**src/rtl/forward_sb.sv**
```systemverilog
// DE-stage operand forwarding with a long-latency scoreboard, stall generation and a stall watchdog.
// Optional performance counters are compiled in when FWD_PERF_CNT_EN is defined.
module forward_sb #(
   parameter int NUM_RD = 2,
   parameter int XLEN   = 32,
   parameter int AW     = 5,
   parameter int WDOG_W = 6
) (
   input  logic                   clk,
   input  logic                   resetn,
   input  logic [NUM_RD*AW-1:0]   DE_GRFReadAddr_v,
   output logic [NUM_RD*XLEN-1:0] DE_GRFReadData_v,
   output logic [NUM_RD*AW-1:0]   GRFReadAddr_v,
   input  logic [NUM_RD*XLEN-1:0] GRFReadData_v,
   input  logic                   DE_Issue_1,
   input  logic                   DE_Wen_1,
   input  logic                   DE_Long_1,
   input  logic [AW-1:0]          DE_WriteAddr_5,
   input  logic                   ALU_GRFWen_1,
   input  logic                   ALU_Load_1,
   input  logic [AW-1:0]          ALU_GRFWriteAddr_5,
   input  logic [XLEN-1:0]        ALU_ALUResult_32,
   input  logic                   MEM_GRFWen_1,
   input  logic [AW-1:0]          MEM_GRFWriteAddr_5,
   input  logic [XLEN-1:0]        MEM_GRFWriteData_32,
   input  logic                   LNG_Done_1,
   input  logic [AW-1:0]          LNG_WriteAddr_5,
   input  logic [XLEN-1:0]        LNG_WriteData_32,
   output logic                   Stall_1,
   output logic                   WdogErr_1
`ifdef FWD_PERF_CNT_EN
   ,
   output logic [31:0]            PerfLdStall_32,
   output logic [31:0]            PerfSbStall_32
`endif
);

   localparam int                NREG       = 1 << AW;
   localparam logic [WDOG_W-1:0] WDOG_LIMIT = '1;

   logic [NREG-1:0]   busy;
   logic [NREG-1:0]   busy_nxt;
   logic [NUM_RD-1:0] ld_hit;
   logic [NUM_RD-1:0] raw_hit;
   logic              waw_hit;
   logic              ld_use;
   logic              sb_stall;
   logic              issue_long;
   logic [WDOG_W-1:0] wdog;
   logic [WDOG_W-1:0] wdog_nxt;

   assign GRFReadAddr_v = DE_GRFReadAddr_v;

   for (genvar i = 0; i < NUM_RD; i++) begin : g_port
      logic [AW-1:0]   src;
      logic [XLEN-1:0] fwd;
      logic            nz;
      logic            alu_hit;
      logic            mem_hit;
      logic            lng_hit;

      assign src     = DE_GRFReadAddr_v[i*AW +: AW];
      assign nz      = (src != '0);
      assign alu_hit = ALU_GRFWen_1 & ~ALU_Load_1 & (ALU_GRFWriteAddr_5 == src);
      assign mem_hit = MEM_GRFWen_1 & (MEM_GRFWriteAddr_5 == src);
      assign lng_hit = LNG_Done_1 & (LNG_WriteAddr_5 == src);

      // NOTE: every always_comb output gets a default first so no path leaves it unassigned (no latch).
      always_comb begin
         fwd = GRFReadData_v[i*XLEN +: XLEN];
         if (!nz)          fwd = '0;
         else if (alu_hit) fwd = ALU_ALUResult_32;
         else if (mem_hit) fwd = MEM_GRFWriteData_32;
         else if (lng_hit) fwd = LNG_WriteData_32;
      end

      assign DE_GRFReadData_v[i*XLEN +: XLEN] = fwd;

      // A load in ALU has no data yet; a long op finishing this cycle is forwarded, so no stall.
      assign ld_hit[i]  = nz & ALU_Load_1 & ALU_GRFWen_1 & (ALU_GRFWriteAddr_5 == src);
      assign raw_hit[i] = nz & busy[src] & ~lng_hit;
   end

   assign waw_hit    = DE_Issue_1 & DE_Wen_1 & (DE_WriteAddr_5 != '0) & busy[DE_WriteAddr_5];
   assign ld_use     = |ld_hit;
   assign sb_stall   = (|raw_hit) | waw_hit;
   assign Stall_1    = ld_use | sb_stall;
   assign issue_long = DE_Issue_1 & ~Stall_1 & DE_Wen_1 & DE_Long_1 & (DE_WriteAddr_5 != '0);

   // Clear is applied before set so a same-cycle reissue keeps the register busy.
   always_comb begin
      busy_nxt = busy;
      if (LNG_Done_1) busy_nxt[LNG_WriteAddr_5] = 1'b0;
      if (issue_long) busy_nxt[DE_WriteAddr_5]  = 1'b1;
      busy_nxt[0] = 1'b0;
   end

   // NOTE: the scoreboard is a flop array, not RAM; it must reset so no stale busy bit survives.
   always_ff @(posedge clk or negedge resetn) begin
      if (!resetn) begin
         busy <= '0;
      end else begin
         // NOTE: sequential state uses non-blocking assignment so all flops update from pre-edge values.
         busy <= busy_nxt;
      end
   end

   always_comb begin
      wdog_nxt = '0;
      if (Stall_1) begin
         wdog_nxt = (wdog == WDOG_LIMIT) ? wdog : wdog + WDOG_W'(1);
      end
   end

   always_ff @(posedge clk or negedge resetn) begin
      if (!resetn) begin
         wdog      <= '0;
         WdogErr_1 <= 1'b0;
      end else begin
         wdog <= wdog_nxt;
         if (wdog_nxt == WDOG_LIMIT) WdogErr_1 <= 1'b1;
      end
   end

`ifdef FWD_PERF_CNT_EN
   always_ff @(posedge clk or negedge resetn) begin
      if (!resetn) begin
         PerfLdStall_32 <= '0;
         PerfSbStall_32 <= '0;
      end else begin
         if (ld_use)             PerfLdStall_32 <= PerfLdStall_32 + 32'd1;
         if (sb_stall & ~ld_use) PerfSbStall_32 <= PerfSbStall_32 + 32'd1;
      end
   end
`endif

endmodule

```
**config.mk**
```make
export PLATFORM = sky130hd
export DESIGN_NAME = forward_sb
export DESIGN_NICKNAME = d
export VERILOG_FILES = /design/src/rtl/forward_sb.sv
export SDC_FILE = /design/constraint.sdc
export NUM_CORES = 1
export LEC_CHECK = 0
export ABC_AREA = 1
export ABC_CLOCK_PERIOD_IN_PS = 2200
export BUFFER_PORTS_ARGS = -buffer_cell sky130_fd_sc_hd__buf_4
export CORE_UTILIZATION = 50
export CTS_CLUSTER_SIZE = 25
export DETAILED_ROUTE_END_ITERATION = 12
export GPL_TIMING_DRIVEN = 0
export PLACE_DENSITY = 0.88
export SYNTH_ARGS = -nofsm -noshare
export SYNTH_HDL_FRONTEND = slang
export SYNTH_SLANG_ARGS = --single-unit
export TNS_END_PERCENT = 10
```
**constraint.sdc**
```tcl
create_clock -name clk -period 2.2 [get_ports clk]
set_input_delay 0.33 -clock clk [delete_from_list [all_inputs] [get_ports clk]]
set_output_delay 0.33 -clock clk [all_outputs]
set_load 0.005 [all_outputs]
```
==> impl_metrics.tcl <==
set metrics [dict create \
    yosysUniqueCellTypes 34 \
    startpoint_type "input port" \
    finalMaxSlewViolations 0 \
    timing.hold.ws_ns 0.00898 \
    area_delta_synth_final_pct 54.3 \
    timing.fmax_ghz 0.443 \
    tightest_slew_ns 0.525 \
    routabilityCongestion 1.04 \
    multi_input_area_um2 4340 \
    antenna_found_initial 1 \
    viasPerCell 5.82 \
    ys_seq_area_frac 0.146 \
    syn_inst 1263 \
    critPathMaxStageDelay_ns 0.22 \
    ff_latch_area_um2 951 \
    hp-class "input port to async pin" \
    numCtsBuffers 5 \
    rrSetupSlack_ns 0.35 \
    path_buf_inv 7 \
    clock_path_buffers 2 \
    finalHoldViolCount 0 \
    core_um2 12700 \
    cap_viol_max_count 0 \
    dp_hpwl_mm 24.0 \
    drt-total-wl_mm 33.7 \
    via_count 10200 \
    antenna_left 0 \
    cts_tree "yes" \
    cell_internal_pwr_mw 2.00 \
    use_met2 0.723 \
    fill_cells 989 \
    grt.met1_usage 0.595 \
    path_max_fanout 6 \
    clockRootBuffer "clkbuf_16" \
    crit_type "input port to output port" \
    synth_area_um2 6500 \
    drt_drc_violations_left 0 \
    setup_viol 21 \
    cts.sinks 38 \
    reg2reg_depth 12 \
    die-area_um2 13500 \
    maxSlewHeadroom 0.650 \
    r2r-end "busy[25]" \
    powerDensity_nw_per_um2 324 \
    ys_seq_elements 38 \
    yosys.area.top_type "nand2_1" \
    ys_warn_count 0 \
    met3_usage 0.166 \
    grt_first_pass_wirelength_mm 48.7 \
    critPathRequiredTime_ns 1.87 \
    grt_pass1_vias 9132 \
    portBuffers 268 \
    min_period_ns 2.26 \
    drt_iter0_markers 1306 \
    async_flop_share 1.00 \
    clkTransAtPathRegs_ns 0.05 \
    synth_nets 1463 \
    overflow 0 \
    path_delay_family "buffers and inverters" \
    initial_core_util 0.513 \
    synth_top_area_share 0.259 \
    skew_ns 0.00447 \
    p_leak_nw 5.72 \
    power_frac_seq 0.255 \
    synth_area_per_cell_um2 5.15 \
    final_nets 1784 \
    synthTopCellsByArea "nand2_1 (26%), dfrtp_1 (15%), inv_1 (15%)" \
    cp.arrival_ns 1.93 \
    power_mw 3.25 \
    violations "setup timing" \
    die_w_um 116 \
    ys.flop_type "dfrtp_1" \
    worst_slack_ns -0.0569 \
    synth_edf_count 0 \
    first_pass_iters 6 \
    fp.dieH_um 116 \
    cts_hold_buf 0 \
    avgRoutedWirePerCell_um 19.2 \
    clk_latency_ns 0.28 \
    cp_cell_sequence "buf_6, inv_4, o22ai_2, nor2_2, nand3_2, buf_6, buf_6, buf_6, o21ai_1, o211ai_1, nand2_1, inv_1, buf_4" \
    endpoint_kind "output port" \
    grt_use_total 0.481 \
    status "complete, but fails checks" \
    h-tree-depth 2 \
    row_count 41 \
    boundaryPins 275 \
    rsz0062_at_grt "yes" \
    finalCritPeriodShare 1.03 \
    fin_cells 1758 \
    cp_slowest_cell "o21ai_1" \
    cp_common_cell "buf_6" \
    p_comb_frac 0.523 \
    sw_frac_of_total 0.386 \
    rr_startpoint "busy[28]" \
    postLayoutCoreUtil 0.792 \
    grt_max_degree 39 \
    switching_power_mw 1.25 \
    dpl.cell_count 1703 \
    busiest_layer "met2" \
    drive_gt1_frac 0.291 \
    clockPowerShare 0.223 \
    vdd_ir_drop_max_uv 679 \
]
==> timing repair <==
action | CTS | global route
gates resized for setup | 183 | 84
pin swaps | 15 | 27
setup endpoints to repair | 65 | 65
buffers inserted | 21 | 15
cloned | 8 | 2
==> per-layer routing <==
| layer | share of wire | up-vias | routed length [um] |
|---|---|---|---|
| met1 | 0.35 | 4471 | 11800 |
| met5 | 0 | - | 0 |
| met3 | 0.16 | 227 | 5280 |
| met2 | 0.42 | 949 | 14300 |
| met4 | 0.069 | 0 | 2320 |
| li1 | - | 4591 | - |
==> power by group through the flow <==
| stage | combinational, mW | sequential (mW) | clock [mW] |
|---|---|---|---|
| after floorplan | 0.720 | 0.810 | 0 |
| after CTS | 1.56 | 0.821 | 0.713 |
| after detailed placement | 1.44 | 0.833 | 0 |
| after global routing | 1.83 | 0.836 | 0.743 |
| final | 1.70 | 0.828 | 0.724 |
| after global placement | 1.42 | 0.832 | 0 |
==> cell usage in the layout, fill, tap and decap left out, types with 4 or more instances in the layout <==
master	count
clkbuf_8	9
nor3_1	9
o21ai_2	10
nand2_1	444
clkbuf_4	8
o22ai_2	5
buf_12	5
o21ai_1	37
clkbuf_16	7
buf_8	20
inv_2	8
o21ai_0	96
buf_2	10
xor2_1	7
nand4_1	32
buf_4	300
nand3_1	47
inv_4	6
inv_6	4
dfrtp_1	38
o211ai_1	78
a21oi_1	16
nor2_1	60
inv_1	243
clkbuf_1	7
buf_6	33
nor2_2	5
==> state kept, by name, summed over array words and instances, names as in the netlist <==
signal     flops
WdogErr_1      1
busy          31
wdog           6
==> logic make-up (layout without fill, tap and decap cells) <==
logic type	count (synthesis)	count (layout)	synth area share
AO/OA/AOI/OAI	249	250	0.225
AND/OR/NAND/NOR	618	619	0.390
other	0	1	0
flip-flops	38	38	0.146
XOR/XNOR	11	11	0.0148
adder cells (fa/ha/maj)	1	1	0.00192
buffers and inverters	346	666	0.222
==> final cells by class <==
type,instances,area share
antenna,1,0.000250
buffer,81,0.0818
clock buffer,7,0.0142
clock inverter,1,0.000499
inverter,265,0.105
multi-input combinational,881,0.433
sequential,38,0.0948
tap,172,0.0215
timing repair buffer,312,0.249
==> how the worst max path moves through the flow <==
stage	start	slack, ns	cells after the start	endpoint
6_report	LNG_WriteAddr_5[4]	-0.06	13	DE_GRFReadData_v[26]
5_1_grt	DE_GRFReadAddr_v[5]	-0.15	12	DE_GRFReadData_v[61]
4_1_cts	DE_GRFReadAddr_v[1]	-0.01	13	DE_GRFReadData_v[30]
3_5_place_dp	DE_GRFReadAddr_v[1]	-0.46	11	DE_GRFReadData_v[15]
3_3_place_gp	DE_GRFReadAddr_v[1]	-0.45	11	DE_GRFReadData_v[15]
2_1_floorplan	DE_GRFReadAddr_v[7]	0.29	8	DE_GRFReadData_v[32]
==> per-stage QoR <==
stage / area, um2 / setup WS (ns) / setup TNS (ns)
after global routing: 10000 / -0.152 / -3.65
final: 10000 / -0.0569 / -0.433
after detailed placement: 8730 / -0.465 / -22.80
after CTS: 9600 / -0.0131 / -0.0166
after global placement: 8730 / -0.452 / -22.85
after floorplan: 6500 / 0.291 / 0
==> synth_stat cells (2+ instances only) <==
| library cell | instances |
|---|---|
| a21oi_1 | 19 |
| buf_2 | 29 |
| buf_4 | 14 |
| buf_6 | 7 |
| clkbuf_1 | 28 |
| clkbuf_2 | 3 |
| clkinv_1 | 2 |
| dfrtp_1 | 38 |
| inv_1 | 252 |
| inv_2 | 10 |
| nand2_1 | 448 |
| nand3_1 | 50 |
| nand4_1 | 32 |
| nand4_2 | 2 |
| nor2_1 | 65 |
| nor2_2 | 2 |
| nor3_1 | 10 |
| o211ai_1 | 78 |
| o21ai_0 | 132 |
| o21ai_1 | 12 |
| o22ai_1 | 7 |
| or2_1 | 2 |
| xnor2_1 | 2 |
| xor2_1 | 9 |
(Power assumes the default switching activity.)
